## config.mk

```make
export PLATFORM = sky130hd
export DESIGN_NAME = mem_stage_ctrl_flat
export DESIGN_NICKNAME = d
export VERILOG_FILES = /design/src/rtl/mem_pkg.sv /design/src/rtl/mem_stage_ctrl_if.sv /design/src/rtl/mem_wb_reg.sv /design/src/rtl/mem_stage_ctrl.sv /design/src/flat_wrapper.sv
export SDC_FILE = /design/constraint.sdc
export NUM_CORES = 1
export LEC_CHECK = 0
export BUFFER_PORTS_ARGS = -buffer_cell sky130_fd_sc_hd__buf_2
export CAP_MARGIN = 5
export CORE_MARGIN = 2
export CORE_UTILIZATION = 35
export CTS_CLUSTER_DIAMETER = 100
export CTS_CLUSTER_SIZE = 10
export DETAILED_ROUTE_END_ITERATION = 7
export GPL_TIMING_DRIVEN = 0
export PLACE_DENSITY = 0.69
export SYNTH_ARGS = -nofsm -noshare
export SYNTH_HDL_FRONTEND = slang
export SYNTH_SLANG_ARGS = --single-unit
```

## constraint.sdc

```tcl
create_clock -name clk -period 2.5 [get_ports clk]
set_input_delay 0 -clock clk [delete_from_list [all_inputs] [get_ports clk]]
set_output_delay 0 -clock clk [all_outputs]
set_load 0.01 [all_outputs]
```

## src/rtl/mem_pkg.sv

```systemverilog
// Shared definitions for the memory-stage controller: writeback-select
// encodings, FSM state type and the default access timeout.
package mem_pkg;

  localparam logic [1:0] WD_SEL_ALU  = 2'b00;
  localparam logic [1:0] WD_SEL_DRAM = 2'b01;
  localparam logic [1:0] WD_SEL_WD   = 2'b10;

  typedef enum logic [1:0] {
    ST_IDLE = 2'd0,
    ST_REQ  = 2'd1,
    ST_DONE = 2'd2
  } mem_state_t;

  localparam int TIMEOUT_DEFAULT = 16;

endpackage

```

## src/rtl/mem_stage_ctrl_if.sv

```systemverilog
// Data-memory bus between the memory-stage controller (master) and data
// memory (slave).
//
// Handshake: the master raises dram_req_o and holds it, together with
// dram_we_o / dram_addr_o / dram_wdata_o, stable until the slave answers with
// a single-cycle dram_ack_i. For loads dram_rdata_i is valid only in the ack
// cycle. An ack seen while no request is outstanding is ignored.
interface mem_stage_ctrl_if;
  import mem_pkg::*;

  logic        dram_req_o;
  logic        dram_we_o;
  logic [31:0] dram_addr_o;
  logic [31:0] dram_wdata_o;
  logic        dram_ack_i;
  logic [31:0] dram_rdata_i;

  modport master (
    output dram_req_o,
    output dram_we_o,
    output dram_addr_o,
    output dram_wdata_o,
    input  dram_ack_i,
    input  dram_rdata_i
  );

  modport slave (
    input  dram_req_o,
    input  dram_we_o,
    input  dram_addr_o,
    input  dram_wdata_o,
    output dram_ack_i,
    output dram_rdata_i
  );

endinterface

```

## src/rtl/mem_wb_reg.sv

```systemverilog
// MEM/WB pipeline register. A bubble loads an all-zero entry so the
// writeback stage never sees a half-finished memory access.
module mem_wb_reg
  import mem_pkg::*;
(
  input  logic        clk,
  input  logic        rst_n,
  input  logic        bubble,
  input  logic        rf_we_d,
  input  logic [4:0]  wR_d,
  input  logic [31:0] wD_d,
  output logic        rf_we_o,
  output logic [4:0]  wR_o,
  output logic [31:0] wD_o
);

  // Capture the writeback triple every edge, or a zero bubble.
  always_ff @(posedge clk or negedge rst_n) begin
    if (!rst_n) begin
      rf_we_o <= 1'b0;
      wR_o    <= 5'd0;
      wD_o    <= 32'd0;
    end else if (bubble) begin
      rf_we_o <= 1'b0;
      wR_o    <= 5'd0;
      wD_o    <= 32'd0;
    end else begin
      rf_we_o <= rf_we_d;
      wR_o    <= wR_d;
      wD_o    <= wD_d;
    end
  end

endmodule

```

## src/rtl/mem_stage_ctrl.sv

```systemverilog
// Memory-stage controller: issues loads/stores to data memory over the
// req/ack bus, stalls the upstream pipeline while an access is in flight and
// owns the MEM/WB register.
// Optional feature: define MEM_TIMEOUT_EN to abort an access after TIMEOUT
// cycles in REQ with no ack (sets the sticky err_o). Without it REQ waits
// indefinitely and err_o is tied low.
module mem_stage_ctrl
  import mem_pkg::*;
#(
  parameter int TIMEOUT = TIMEOUT_DEFAULT
) (
  input  logic        clk,
  input  logic        rst_n,
  input  logic [1:0]  wd_sel_i,
  input  logic        rf_we_i,
  input  logic        dram_we_i,
  input  logic [4:0]  wR_i,
  input  logic [31:0] wD_i,
  input  logic [31:0] aluc_i,
  input  logic [31:0] rd2_i,
  output logic        stall_o,
  output logic        rf_we_o,
  output logic [4:0]  wR_o,
  output logic [31:0] wD_o,
  output logic        err_o,
  output mem_state_t  state_o,
  mem_stage_ctrl_if.master dram
);

  if (TIMEOUT < 1) begin : g_timeout_check
    $error("mem_stage_ctrl: TIMEOUT must be at least 1");
  end

  mem_state_t  state_q;
  mem_state_t  state_d;
  logic        mem_op;
  logic        tmo_hit;
  logic        bubble;
  logic        rf_we_d;
  logic [31:0] wb_data;
  logic [31:0] rdata_q;

  assign mem_op  = dram_we_i | (wd_sel_i == WD_SEL_DRAM);
  assign state_o = state_q;

  // EX/MEM is frozen during an access, so the bus fields can come straight
  // from the stage inputs and stay stable while the request is up.
  assign dram.dram_we_o    = dram_we_i;
  assign dram.dram_addr_o  = aluc_i;
  assign dram.dram_wdata_o = rd2_i;

`ifdef MEM_TIMEOUT_EN
  localparam int CNT_W = $clog2(TIMEOUT + 1);

  logic [CNT_W-1:0] tmo_cnt_q;
  logic             err_q;

  // Expiry on the last allowed REQ cycle; a simultaneous ack takes priority.
  assign tmo_hit = (state_q == ST_REQ) & ~dram.dram_ack_i &
                   (tmo_cnt_q == CNT_W'(TIMEOUT - 1));
  assign err_o   = err_q;

  // Count REQ cycles; clear whenever REQ is left.
  always_ff @(posedge clk or negedge rst_n) begin
    if (!rst_n) begin
      tmo_cnt_q <= '0;
    end else if ((state_q == ST_REQ) && (state_d == ST_REQ)) begin
      tmo_cnt_q <= tmo_cnt_q + CNT_W'(1);
    end else begin
      tmo_cnt_q <= '0;
    end
  end

  // Sticky error flag, cleared only by reset.
  always_ff @(posedge clk or negedge rst_n) begin
    if (!rst_n) begin
      err_q <= 1'b0;
    end else if (tmo_hit) begin
      err_q <= 1'b1;
    end
  end
`else
  assign tmo_hit = 1'b0;
  assign err_o   = 1'b0;
`endif

  // Load data is held from the ack cycle until the DONE writeback; an
  // aborted access returns zero.
  always_ff @(posedge clk or negedge rst_n) begin
    if (!rst_n) begin
      rdata_q <= 32'd0;
    end else if ((state_q == ST_REQ) && dram.dram_ack_i) begin
      rdata_q <= dram.dram_rdata_i;
    end else if (tmo_hit) begin
      rdata_q <= 32'd0;
    end
  end

  // FSM state register.
  always_ff @(posedge clk or negedge rst_n) begin
    if (!rst_n) begin
      state_q <= ST_IDLE;
    end else begin
      state_q <= state_d;
    end
  end

  // FSM next-state: IDLE -> REQ on a memory op, REQ -> DONE on ack or
  // expiry, DONE lasts exactly one cycle.
  always_comb begin
    state_d = state_q;
    case (state_q)
      ST_IDLE: if (mem_op) state_d = ST_REQ;
      ST_REQ:  if (dram.dram_ack_i || tmo_hit) state_d = ST_DONE;
      ST_DONE: state_d = ST_IDLE;
      default: state_d = ST_IDLE;
    endcase
  end

  // FSM outputs. Stall is gated by rst_n so it drops together with the
  // request when reset hits mid-access; EX/MEM advances at the end of DONE.
  always_comb begin
    dram.dram_req_o = (state_q == ST_REQ);
    stall_o         = rst_n & mem_op & (state_q != ST_DONE);
    bubble          = (state_q == ST_REQ) | ((state_q == ST_IDLE) & mem_op);
  end

  // Writeback value select and write enable; a store never writes the
  // register file.
  always_comb begin
    case (wd_sel_i)
      WD_SEL_ALU:  wb_data = aluc_i;
      WD_SEL_DRAM: wb_data = rdata_q;
      default:     wb_data = wD_i;
    endcase
    rf_we_d = (state_q == ST_DONE) ? (rf_we_i & ~dram_we_i) : rf_we_i;
  end

  mem_wb_reg u_mem_wb_reg (
    .clk     (clk),
    .rst_n   (rst_n),
    .bubble  (bubble),
    .rf_we_d (rf_we_d),
    .wR_d    (wR_i),
    .wD_d    (wb_data),
    .rf_we_o (rf_we_o),
    .wR_o    (wR_o),
    .wD_o    (wD_o)
  );

endmodule

```

## src/flat_wrapper.sv

```systemverilog
// flat-port wrapper written by rule: the top's interface ports become plain ports
module mem_stage_ctrl_flat import mem_pkg::*;
#(
  parameter int TIMEOUT = TIMEOUT_DEFAULT
)
  (clk, rst_n, wd_sel_i, rf_we_i, dram_we_i, wR_i, wD_i, aluc_i, rd2_i, stall_o, rf_we_o, wR_o, wD_o, err_o, state_o, dram_dram_req_o, dram_dram_we_o, dram_dram_addr_o, dram_dram_wdata_o, dram_dram_ack_i, dram_dram_rdata_i);
  mem_stage_ctrl_if dram_i ();
  input  logic clk;
  input  logic rst_n;
  input  logic [1:0] wd_sel_i;
  input  logic rf_we_i;
  input  logic dram_we_i;
  input  logic [4:0] wR_i;
  input  logic [31:0] wD_i;
  input  logic [31:0] aluc_i;
  input  logic [31:0] rd2_i;
  output logic stall_o;
  output logic rf_we_o;
  output logic [4:0] wR_o;
  output logic [31:0] wD_o;
  output logic err_o;
  output mem_state_t state_o;
  output wire logic [$bits(dram_i.dram_req_o)-1:0] dram_dram_req_o;
  output wire logic [$bits(dram_i.dram_we_o)-1:0] dram_dram_we_o;
  output wire logic [$bits(dram_i.dram_addr_o)-1:0] dram_dram_addr_o;
  output wire logic [$bits(dram_i.dram_wdata_o)-1:0] dram_dram_wdata_o;
  input wire logic [$bits(dram_i.dram_ack_i)-1:0] dram_dram_ack_i;
  input wire logic [$bits(dram_i.dram_rdata_i)-1:0] dram_dram_rdata_i;
  assign dram_dram_req_o = dram_i.dram_req_o;
  assign dram_dram_we_o = dram_i.dram_we_o;
  assign dram_dram_addr_o = dram_i.dram_addr_o;
  assign dram_dram_wdata_o = dram_i.dram_wdata_o;
  assign dram_i.dram_ack_i = dram_dram_ack_i;
  assign dram_i.dram_rdata_i = dram_dram_rdata_i;
  mem_stage_ctrl #(.TIMEOUT(TIMEOUT)) u_core (.clk(clk), .rst_n(rst_n), .wd_sel_i(wd_sel_i), .rf_we_i(rf_we_i), .dram_we_i(dram_we_i), .wR_i(wR_i), .wD_i(wD_i), .aluc_i(aluc_i), .rd2_i(rd2_i), .stall_o(stall_o), .rf_we_o(rf_we_o), .wR_o(wR_o), .wD_o(wD_o), .err_o(err_o), .state_o(state_o), .dram(dram_i));
endmodule
```

==> results.json <==
{
  "instances_no_fill": 776,
  "crit_type": "reg2reg",
  "post_cts_buffers": 0,
  "maxCapViolations": 0,
  "critPathCaptureType": "flop",
  "setup_viol": 0,
  "drt_iter0_drc": 99,
  "worst_hold_slack_ns": 0.0868,
  "wl_met1_mm": 4.02,
  "placed_area_um2": 4920,
  "ant_nets": 0,
  "layout_setup_ws_ns": 0.853,
  "r2r_setup_slack_ns": 0.85,
  "synth.cell_area_um2": 3660,
  "holdPathStages": 4,
  "cts_tree": "done",
  "hold_path.class": "in2reg",
  "die-area_um2": 11300,
  "ir_drop_mv": 0.308,
  "fp.dieH_um": 106,
  "cts.sinks": 72,
  "ys_ff_latch": 72,
  "worstPathMaxFanout": 10,
  "drc": 0,
  "antenna_cells": 0,
  "vias_per_cell": 4.40,
  "gp_congestion": 0.757,
  "drive_gt1_share_pct": 53.9,
  "wl_met2_mm": 5.94,
  "ys_seq_area_share_pct": 49.2,
  "reg2reg_depth": 5,
  "synth_cells": 336,
  "path_clk_slew_ns": 0.08,
  "wl_per_cell_um": 14.2,
  "coreArea_um2": 10200,
  "port_buffers": 212,
  "finalHoldViolCount": 0,
  "io_pins": 248,
  "top_layer_used": "met4",
  "grt_max_degree": 72,
  "drtPass1Iterations": 4,
  "worstHoldStart": "aluc_i[17]",
  "totalWireLength_mm": 11.0,
  "syn_to_final_growth_pct": 61.2,
  "maxSlewHeadroom_pct": 65.7,
  "tns_ns": 0,
  "cts_max_level": 3,
  "worstMarginPinSlew_ns": 0.514,
  "start_util_pct": 35.8,
  "total_power_mw": 4.10,
  "die_x_um": 106,
  "final.setup_skew_ns": 0.0174,
  "synth.avg_cell_area_um2": 10.9,
  "clock_path_buffers": 2,
  "cts_root_buf": "clkbuf_8",
  "power.density_nw_per_um2": 694,
  "maxSlewViolCount": 0,
  "hpwl_mm": 7.53,
  "antenna_found_initial": 0,
  "grt_pass1_vias": 3614,
  "placed_cells": 685,
  "p_leak_nw": 3.11,
  "finalCritPeriodShare_pct": 65.9,
  "route.met3.wl_um": 768,
  "routed-via-count": 3412,
  "synth_warnings": 0,
  "grt_overflow": 0,
  "nets": 776,
  "fin_area_um2": 5900,
  "outcome": "finished clean",
  "regToRegStartpoint": "u_core.state_o[0]",
  "arrival_ns": 1.92,
  "worstPathRequired_ns": 2.77,
  "rsz0062_at_grt": "no",
  "nFillCells": 891,
  "clock_latency_ns": 0.35,
  "synth_nets": 476,
  "rr_endpoint": "u_core.u_mem_wb_reg.rf_we_o",
  "grt_pass1_wl_mm": 17.3,
  "cts_buffers": 9,
  "fin_crit_ns": 1.65,
  "synth.distinct_cells": 21,
  "fmax_mhz": 607,
  "grt_util_all_layers_pct": 19.7,
  "hold_end": "u_core.u_mem_wb_reg.wD_o[17]",
  "startpoint_type": "flop",
  "crit_path_start": "u_core.state_o[0]",
  "final_util_pct": 57.7,
  "place_ws_ns": 1.08,
  "num_rows": 37
}
-- worst max-delay path, stage by stage (launching register included) --
cell,delay (ns)
dfrtp_1,0.42
inv_1,0.14
a31oi_4,0.11
buf_6,0.16
a311oi_1,0.18
dlygate4sd3_1,0.57
-- report_power, final --
part / internal [mW] / switching [mW]
registers: 1.55 / 0.167
logic: 0.743 / 0.615
clock network: 0.584 / 0.438
-- layout make-up --
class,count,area (µm²),area share [%]
repair buffers,289,1850,31.4
plain buffers,84,608,10.3
inverters,6,22.5,0.381
multi-input cells,174,1230,20.9
clock inverters,5,81.3,1.38
well taps,136,170,2.88
clock buffers,10,138,2.33
flip-flops and latches,72,1800,30.5
-- repair_timing --
item	in CTS	in global routing
hold buffers	76	0
resized for setup	0	0
endpoints found under the setup margin	0	0
endpoints found under the hold margin	143	0
-- synth_stat cells --
library cell  count  area share, %
buf_4            73             15
dfrtp_1          72             49
nand2_1          64            6.6
mux2_2           35             11
a21oi_1          33            4.5
mux2_1           29            8.9
inv_1             5           0.51
nor2b_1           5           0.85
clkbuf_1          4           0.41
buf_2             3           0.41
buf_1             2           0.20
buf_6             2           0.61
a21boi_1          1           0.20
a311oi_1          1           0.24
a31oi_4           1           0.58
conb_1            1           0.10
inv_2             1           0.10
nand2b_4          1           0.38
nand3_2           1           0.27
nor2_1            1           0.10
o21ai_0           1           0.14
-- layer usage --
layer	global-route usage, %	vias up
li1	-	1629
met1	21.3	1602
met2	36.8	154
met3	4.23	27
met4	8.08	0
met5	0	-
-- flip-flops by register name, indices dropped and copies added (netlist names) --
name / flops
u_core.rdata_q: 32
u_core.state_o: 2
u_core.u_mem_wb_reg.rf_we_o: 1
u_core.u_mem_wb_reg.wD_o: 32
u_core.u_mem_wb_reg.wR_o: 5
-- worst max path at each step --
stage / end / slack [ns] / cells after the start
floorplan: u_core.rdata_q[10] / 1.22 / 4
global placement: stall_o / 0.63 / 4
detailed placement: u_core.rdata_q[10] / 1.08 / 4
CTS: u_core.u_mem_wb_reg.rf_we_o / 0.85 / 5
global route: u_core.u_mem_wb_reg.rf_we_o / 0.76 / 5
finish: u_core.u_mem_wb_reg.rf_we_o / 0.85 / 5
-- cells by family (layout without fill, tap and decap cells) --
kind of cell	after synthesis	after routing	share of synthesized area, %
simple gates	72	72	8.16
buf+inv	90	394	17.2
other cells	1	1	0.102
mux	64	64	19.7
compound gates	37	37	5.67
flops	72	72	49.2
-- layout by cell type (no fill, tap or decap), types with 2 or more instances in the layout --
master	n
a21oi_1	33
dfrtp_1	72
buf_4	74
buf_2	214
clkbuf_8	10
mux2_1	29
bufinv_16	2
dlygate4sd3_1	76
nand2_1	64
nor2b_1	5
buf_6	2
clkbuf_1	4
mux2_2	35
inv_1	5
buf_1	2
Note: power is estimated with default switching activity, not from simulation.
